**src/rtl/mem_arbiter_if.sv**
```systemverilog
// Request/RAM bus between the fetch/data ports and the arbiter.
// master = requesters plus RAM, slave = arbiter.
interface mem_arbiter_if #(
  parameter int AW = 32,
  parameter int DW = 32
);
  logic          iREN;
  logic [AW-1:0] iaddr;
  logic [DW-1:0] iload;
  logic          iwait;
  logic          dREN;
  logic          dWEN;
  logic [AW-1:0] daddr;
  logic [DW-1:0] dstore;
  logic [DW-1:0] dload;
  logic          dwait;
  logic          ramREN;
  logic          ramWEN;
  logic [AW-1:0] ramaddr;
  logic [DW-1:0] ramstore;
  logic [DW-1:0] ramload;
  logic [1:0]    ramstate;
  logic          ram_err;

  modport master (
    output iREN, iaddr, dREN, dWEN,
    output daddr, dstore,
    output ramload, ramstate,
    input  iload, iwait, dload, dwait,
    input  ramREN, ramWEN, ramaddr,
    input  ramstore, ram_err
  );

  modport slave (
    input  iREN, iaddr, dREN, dWEN,
    input  daddr, dstore,
    input  ramload, ramstate,
    output iload, iwait, dload, dwait,
    output ramREN, ramWEN, ramaddr,
    output ramstore, ram_err
  );
endinterface

```
**src/rtl/mem_arbiter.sv**
```systemverilog
// Fetch/data arbiter for the single-ported RAM.
// Data has priority; fetch is forced after MAX_DSTREAK data grants.
module mem_arbiter #(
  parameter int MAX_DSTREAK = 4,
  parameter int AW = 32,
  parameter int DW = 32
) (
  input logic          CLK,
  input logic          nRST,
  mem_arbiter_if.slave bus
);
  localparam int DSW = $clog2(MAX_DSTREAK + 1);
  localparam logic [DSW-1:0] DMAX = DSW'(MAX_DSTREAK);
  localparam logic [1:0] RS_ACCESS = 2'd2;
  localparam logic [1:0] RS_ERROR = 2'd3;

  typedef enum logic [1:0] {
    IDLE,
    IGNT,
    DGNT
  } state_e;

  state_e         state_q, state_d;
  logic [DSW-1:0] dstreak_q, dstreak_d;
  logic           err_q, err_d;

  logic           dreq;
  logic           force_i;
  logic [AW-1:0]  addr;
  logic [DW-1:0]  store;

  assign dreq = bus.dREN | bus.dWEN;
  assign force_i = bus.iREN && (dstreak_q == DMAX);

  always_ff @(posedge CLK or negedge nRST) begin
    if (!nRST) begin
      state_q   <= IDLE;
      dstreak_q <= '0;
      err_q     <= 1'b0;
    end else begin
      state_q   <= state_d;
      dstreak_q <= dstreak_d;
      err_q     <= err_d;
    end
  end

  always_comb begin
    state_d    = state_q;
    dstreak_d  = dstreak_q;
    err_d      = err_q;
    addr       = '0;
    store      = '0;
    bus.ramREN = 1'b0;
    bus.ramWEN = 1'b0;
    bus.iwait  = 1'b1;
    bus.dwait  = 1'b1;
    bus.iload  = '0;
    bus.dload  = '0;
    unique case (state_q)
      IDLE: begin
        if (!bus.iREN) dstreak_d = '0;
        if (dreq && !force_i) state_d = DGNT;
        else if (bus.iREN) state_d = IGNT;
      end
      IGNT: begin
        if (!bus.iREN) begin
          state_d = IDLE;
        end else begin
          bus.ramREN = 1'b1;
          addr = bus.iaddr;
          if (bus.ramstate == RS_ACCESS) begin
            bus.iwait = 1'b0;
            bus.iload = bus.ramload;
            dstreak_d = '0;
            state_d   = IDLE;
          end
          if (bus.ramstate == RS_ERROR) err_d = 1'b1;
        end
      end
      DGNT: begin
        if (!dreq) begin
          state_d = IDLE;
        end else begin
          // A write wins when both enables are raised.
          bus.ramWEN = bus.dWEN;
          bus.ramREN = bus.dREN & ~bus.dWEN;
          addr  = bus.daddr;
          store = bus.dstore;
          if (bus.ramstate == RS_ACCESS) begin
            bus.dwait = 1'b0;
            bus.dload = bus.ramload;
            state_d   = IDLE;
            if (bus.iREN && dstreak_q != DMAX)
              dstreak_d = dstreak_q + 1'b1;
          end
          if (bus.ramstate == RS_ERROR) err_d = 1'b1;
        end
      end
      default: state_d = IDLE;
    endcase
  end

  assign bus.ramaddr  = addr;
  assign bus.ramstore = store;
  assign bus.ram_err  = err_q;

endmodule

```
**src/flat_wrapper.sv**
```systemverilog
// flat-port wrapper written by rule: the top's interface ports become plain ports
module mem_arbiter_flat 
#(
  parameter int MAX_DSTREAK = 4,
  parameter int AW = 32,
  parameter int DW = 32
)
  (CLK, nRST, bus_iREN, bus_iaddr, bus_dREN, bus_dWEN, bus_daddr, bus_dstore, bus_ramload, bus_ramstate, bus_iload, bus_iwait, bus_dload, bus_dwait, bus_ramREN, bus_ramWEN, bus_ramaddr, bus_ramstore, bus_ram_err);
  mem_arbiter_if #(.AW(AW), .DW(DW)) bus_i ();
  input logic CLK;
  input logic nRST;
  input wire logic [$bits(bus_i.iREN)-1:0] bus_iREN;
  input wire logic [$bits(bus_i.iaddr)-1:0] bus_iaddr;
  input wire logic [$bits(bus_i.dREN)-1:0] bus_dREN;
  input wire logic [$bits(bus_i.dWEN)-1:0] bus_dWEN;
  input wire logic [$bits(bus_i.daddr)-1:0] bus_daddr;
  input wire logic [$bits(bus_i.dstore)-1:0] bus_dstore;
  input wire logic [$bits(bus_i.ramload)-1:0] bus_ramload;
  input wire logic [$bits(bus_i.ramstate)-1:0] bus_ramstate;
  output wire logic [$bits(bus_i.iload)-1:0] bus_iload;
  output wire logic [$bits(bus_i.iwait)-1:0] bus_iwait;
  output wire logic [$bits(bus_i.dload)-1:0] bus_dload;
  output wire logic [$bits(bus_i.dwait)-1:0] bus_dwait;
  output wire logic [$bits(bus_i.ramREN)-1:0] bus_ramREN;
  output wire logic [$bits(bus_i.ramWEN)-1:0] bus_ramWEN;
  output wire logic [$bits(bus_i.ramaddr)-1:0] bus_ramaddr;
  output wire logic [$bits(bus_i.ramstore)-1:0] bus_ramstore;
  output wire logic [$bits(bus_i.ram_err)-1:0] bus_ram_err;
  assign bus_i.iREN = bus_iREN;
  assign bus_i.iaddr = bus_iaddr;
  assign bus_i.dREN = bus_dREN;
  assign bus_i.dWEN = bus_dWEN;
  assign bus_i.daddr = bus_daddr;
  assign bus_i.dstore = bus_dstore;
  assign bus_i.ramload = bus_ramload;
  assign bus_i.ramstate = bus_ramstate;
  assign bus_iload = bus_i.iload;
  assign bus_iwait = bus_i.iwait;
  assign bus_dload = bus_i.dload;
  assign bus_dwait = bus_i.dwait;
  assign bus_ramREN = bus_i.ramREN;
  assign bus_ramWEN = bus_i.ramWEN;
  assign bus_ramaddr = bus_i.ramaddr;
  assign bus_ramstore = bus_i.ramstore;
  assign bus_ram_err = bus_i.ram_err;
  mem_arbiter #(.MAX_DSTREAK(MAX_DSTREAK), .AW(AW), .DW(DW)) u_core (.CLK(CLK), .nRST(nRST), .bus(bus_i));
endmodule
```
**config.mk**
```make
export PLATFORM = sky130hd
export DESIGN_NAME = mem_arbiter_flat
export DESIGN_NICKNAME = d
export VERILOG_FILES = /design/src/rtl/mem_arbiter_if.sv /design/src/rtl/mem_arbiter.sv /design/src/flat_wrapper.sv
export SDC_FILE = /design/constraint.sdc
export NUM_CORES = 1
export LEC_CHECK = 0
export ABC_AREA = 1
export BUFFER_PORTS_ARGS = -buffer_cell sky130_fd_sc_hd__buf_2
export CELL_PAD_IN_SITES_DETAIL_PLACEMENT = 1
export CELL_PAD_IN_SITES_GLOBAL_PLACEMENT = 1
export CORE_ASPECT_RATIO = 0.75
export CORE_UTILIZATION = 16
export CTS_CLUSTER_SIZE = 30
export DETAILED_ROUTE_END_ITERATION = 12
export PLACE_DENSITY = 0.89
export SLEW_MARGIN = 25
export SYNTH_ARGS = -nofsm -noshare
export SYNTH_HDL_FRONTEND = slang
export SYNTH_SLANG_ARGS = --single-unit
```
**constraint.sdc**
```tcl
create_clock -name CLK -period 4.1 [get_ports CLK]
set_input_delay 0.615 -clock CLK [delete_from_list [all_inputs] [get_ports CLK]]
set_output_delay 0.615 -clock CLK [all_outputs]
set_load 0.02 [all_outputs]
```
# Word-level counts from Yosys, hierarchy flattened
# Index checks and enable logic that the tools add are counted.
[totals]
input_bits = 135
wordCells = 66
regBits = 6
out_inout_bits = 133
[classes]
bitwise = 3
mux = 37
add_sub_neg = 1
n_eq_ne = 13
n_reduce_logical = 9
[ops]
columns = ["operator", "n"]
rows = [
  ["two-way mux 32 bit", 9],
  ["case mux 32 bit (2 select lines)", 1],
  ["two-way mux 3 bit", 6],
  ["two-way mux 1 bit", 12],
  ["two-way mux 2 bit", 5],
  ["case mux 3 bit (3 select lines)", 1],
  ["inequality test 2 x 1 -> 1 bit, second input constant", 4],
  ["AND reduction 7 bit", 1],
  ["== test 2 bit, second input constant", 3],
  ["case mux 2 bit (3 select lines)", 1],
  ["inequality test 2 bit, second input constant", 2],
  ["case mux 1 bit (2 select lines)", 2],
  ["adder 3 x 1 -> 3 bit, second input constant", 1],
  ["== test 3 bit, second input constant", 1],
  ["logical AND 1 bit", 3],
  ["inequality test 3 x 2 -> 1 bit, second input constant", 1],
  ["inequality test 3 bit, second input constant", 1],
  ["AND reduction 3 bit", 1],
  ["nonzero test 3 bit", 1],
  ["== test 2 x 1 -> 1 bit, second input constant", 1],
  ["logical NOT 2 bit", 1],
  ["nonzero test 2 bit", 1],
  ["bitwise AND 1 bit", 1],
  ["logical NOT 1 bit", 1],
  ["other kinds (2)", 2],
]

# Longest topological paths before layout
[depth]
ltp_word = 6
mapped_depth = 10
mapped_depth_nobuf = 10

# Least setup slack after synthesis
# No wires, ideal clock.
[synth_path]
path_type = "reg-to-output"
from = "register u_core.state_q[0]"
to = "output bus_ramaddr[10]"
path_stages_with_launch = 8
setup_slack_ns = 2.003
t_arrival_ns = 1.482
t_required_ns = 3.485
cell_sequence = "dfrtp_1 -> inv_1 -> ha_1 -> nand2_1 -> nand2_4 -> buf_6 -> nand2_1 -> a21oi_1"
[synth_via]
elab_chain_cells = 2
word_cells_on_any_way = 3
[synth_rtl]
columns = ["item", "line_no", "text"]
rows = [
  ["start: declaration", "mem_arbiter.sv:23", "state_e state_q, state_d;"],
  ["start signal: assignment", "mem_arbiter.sv:41", "state_q <= state_d;"],
  ["== test 2 bit / == test 2 x 1 -> 1 bit (equally long branches)", "mem_arbiter.sv:59", "unique case (state_q)"],
  ["case mux 32 bit (2 select lines) (*)", "mem_arbiter.sv:59", ""],
  ["end: declaration", "flat_wrapper.sv:26", "output wire logic [$bits(bus_i.ramaddr)-1:0] bus_ramaddr;"],
]
# Mark *: on every way between the ends. The rest lies on a longest branch, timed or not.

# Final worst setup path
[layout_path]
from = "register u_core.state_q[1]"
to = "output bus_iload[31]"
[layout_via]
elab_chain_cells = 2
[layout_rtl]
columns = ["item", "line_no", "text"]
rows = [
  ["== test 2 x 1 -> 1 bit", "mem_arbiter.sv:59", ""],
  ["two-way mux 32 bit", "mem_arbiter.sv:59", ""],
  ["end: declaration", "flat_wrapper.sv:20", "output wire logic [$bits(bus_i.iload)-1:0] bus_iload;"],
]
# No other way between the ends.

==> results.py <==
metrics = {
    "outcome": {
        "status": "finished clean",
    },
    "routing": {
        "met2_length_um": 4420,
        "route.detailed.drc": 0,
        "dr_total_vias": 3020,
        "wl_met3_um": 580,
        "drt_first_pass_iters": 4,
        "antenna_left": 0,
        "wire_per_inst_um": 11.8,
        "drtIter0Drc": 110,
        "wl_met1_um": 3790,
        "highest_layer": "met4",
        "finalWirelength_um": 8850,
        "vias_per_cell": 4.02,
    },
    "clock_network": {
        "path_clk_slew_ps": 30,
        "numCtsBuffers": 3,
        "clock_path_buffers": 2,
        "htreeDepth": 1,
        "post_cts_buffers": 0,
        "insertion_delay_ps": 230,
        "hold_buffers": 0,
        "cts_tree": "done",
        "cts_resized": 0,
        "root_buffer": "clkbuf_16",
        "cts.sinks": 6,
    },
    "logic_synthesis": {
        "synth_warnings": 0,
        "syn-cell-area_mm2": 0.00170,
        "synth.area.top_cells": "nand2_1 (28%), nor2_1 (23%), inv_1 (11%)",
        "synth_seq_cells": 6,
        "synth_cells": 365,
        "yosysTopAreaCell": "nand2_1",
        "ys_seq_area_share_pct": 8.84,
        "syn_nets": 506,
        "synth_top_area_share_pct": 28.1,
        "syn-mean-instance-area_um2": 4.66,
        "synth_cell_type_count": 19,
    },
    "power_and_ir_drop": {
        "internal-power_w": 0.000546,
        "swShare_pct": 61.2,
        "switching_power_w": 0.000861,
        "combPwrFrac_pct": 82.2,
        "pwr-share-clk_pct": 11.0,
        "leakagePower_nw": 2.21,
        "ir_worst_vdd_uv": 169,
        "powerDensity_mw_per_mm2": 446,
        "seqPwrFrac_pct": 6.8,
    },
    "critical_path": {
        "worst_setup_path_end_kind": "output port",
        "critical_path_class": "flop to output port",
        "critPathMaxStageDelay_ps": 520,
        "startpoint_type": "flop",
        "path_delay_family": "simple AND/OR/NAND/NOR gates",
        "timing.rr.start": "u_core.state_q[0]$_DFFE_PN0P_",
        "cp_max_fo": 36,
        "reg2reg_slack_ps": 2120,
        "path_buf_inv": 3,
        "cp_slowest_cell": "nand2_2",
        "rr_worst_depth": 10,
        "required_ps": 3480,
        "arrival_ps": 2470,
        "r2r_end": "u_core.dstreak_q[2]$_DFFE_PN0P_",
        "worstSetupStartpoint": "u_core.state_q[1]$_DFFE_PN0P_",
        "crit_chain": "inv_1 > ha_1 > nand2_1 > inv_2 > nand2_2 > nor2_1 > buf_2",
    },
    "timing": {
        "finalSetupViolCount": 0,
        "period_needed_ps": 3080,
        "hold_violations": 0,
        "rsz0062_at_grt": "no",
        "max_slew_margin_pct": 42.2,
        "worst_slack_ps": 1020,
        "clock_skew_ps": 2.40,
        "max_slew.worst_pin.slew_ps": 862,
        "max_freq_mhz": 325,
        "min_period_over_period_pct": 75.1,
        "final.setup.tns_ps": 0,
        "slew_viol_final": 0,
    },
    "floorplanning": {
        "die_w_um": 121,
        "fp.dieH_um": 91.2,
        "die-area_mm2": 0.0110,
        "initial_utilization_pct": 16.5,
        "row_count": 32,
        "core_area_mm2": 0.0103,
        "boundaryPins": 268,
    },
    "layout": {
        "nets": 758,
        "final_util_pct": 30.7,
        "drive_gt1_share_pct": 45.4,
        "seq_area_um2": 150,
        "multi_input_area_mm2": 0.00122,
        "fillCellCount": 1449,
        "area_growth_pct": 85.7,
    },
    "placement": {
        "dp_slack_ps": 1190,
        "dp_hpwl_um": 7400,
        "portBuffers": 267,
        "gp_congestion": 0.786,
    },
    "hold_path": {
        "hold_path_class": "input pin to asynchronous set/reset pin",
    },
    "global_route": {
        "grtUsageTotal_pct": 15.1,
        "grt_pass1_wl_um": 13800,
        "grt_overflow": 0,
        "grt_pass1_vias": 2822,
        "antenna_found_initial": 1,
        "grt_max_degree": 37,
    },
    "flow_run": {
        "drv_cap": 0,
    },
}
cell usage after synthesis:
library cell,number
nand2_1,127
nor2_1,103
inv_1,48
a21oi_1,33
buf_2,9
nand3_1,7
buf_6,6
clkbuf_1,6
dfrtp_1,6
ha_1,6
o21ai_0,3
inv_2,2
nand2_4,2
nor2_2,2
clkinv_1,1
nand2_2,1
nor2_4,1
o21bai_1,1
xnor2_1,1
worst register-to-register path: cells and delay by family, from the launching register on:
kind | cells | cell delay [ps]
AND/OR/NAND/NOR | 6 | 500
adder cells (fa/ha/maj) | 1 | 300
buffers and inverters | 3 | 650
flip-flops | 1 | 400
cell families (layout without fill, tap and decap cells):
family	count (synthesis)	count (layout)	share of synthesized area (%)
simple gates	243	243	56.0
buf+inv	72	322	19.2
compound gates	37	37	11.0
fa+ha+maj	6	6	4.42
flops	6	6	8.84
xor+xnor	1	1	0.516
other cells	0	1	0
sequential cells by signal (all words and copies together) (netlist names):
register,count
u_core.state_q,2
u_core.dstreak_q,3
u_core.bus.ram_err,1
power by group through the flow:
stage	clock network (W)	logic [W]	registers, W
6_report	0.000155	0.00116	0.0000953
5_1_grt	0.000161	0.00128	0.0000995
4_1_cts	0.000157	0.00118	0.0000965
3_5_place_dp	0	0.00117	0.0000970
3_3_place_gp	0	0.00116	0.0000956
2_1_floorplan	0	0.000811	0.0000918
metrics by stage:
step	power, W	instance area (um2)	cells	hold slack, ps
2_1_floorplan	0.000903	1700	365	319
5_1_grt	0.00154	3160	752	216
3_3_place_gp	0.00125	3080	748	445
3_5_place_dp	0.00127	3080	748	447
4_1_cts	0.00143	3150	751	210
6_report	0.00141	3160	752	206
area by class of cell:
type | instances | area share [%]
timing repair buffer | 268 | 42.6
multi-input combinational | 287 | 38.7
clock buffer | 3 | 2.38
sequential | 6 | 4.76
antenna | 1 | 0.0793
inverter | 51 | 6.07
tap | 136 | 5.39
placed cells by master, fill, tap and decap left out:
master / n
o21bai_1: 1
clkinv_1: 1
nor2_4: 1
nand2_4: 2
nand2_1: 127
nand2_2: 1
xnor2_1: 1
nand3_1: 7
nor2_1: 103
dfrtp_1: 6
inv_1: 48
inv_2: 2
buf_4: 1
ha_1: 6
nor2_2: 2
clkbuf_16: 3
buf_2: 267
a21oi_1: 33
diode_2: 1
o21ai_0: 3
layer usage:
layer	vias to the layer above	GRT usage (%)
met5	-	0
met3	2	2.45
met1	1346	18.9
met2	100	27.7
li1	1572	-
met4	0	1.75
worst max path at each step:
stage	endpoint	slack, ps	depth (start not counted)
finish	bus_iload[31]	1020	7
global route	bus_iload[27]	800	7
detailed placement	bus_iload[31]	1190	6
floorplan	bus_ramaddr[10]	2000	7
CTS	bus_iload[31]	960	7
global placement	bus_iload[23]	1190	6
No activity file was read; power rests on OpenSTA's default activity.
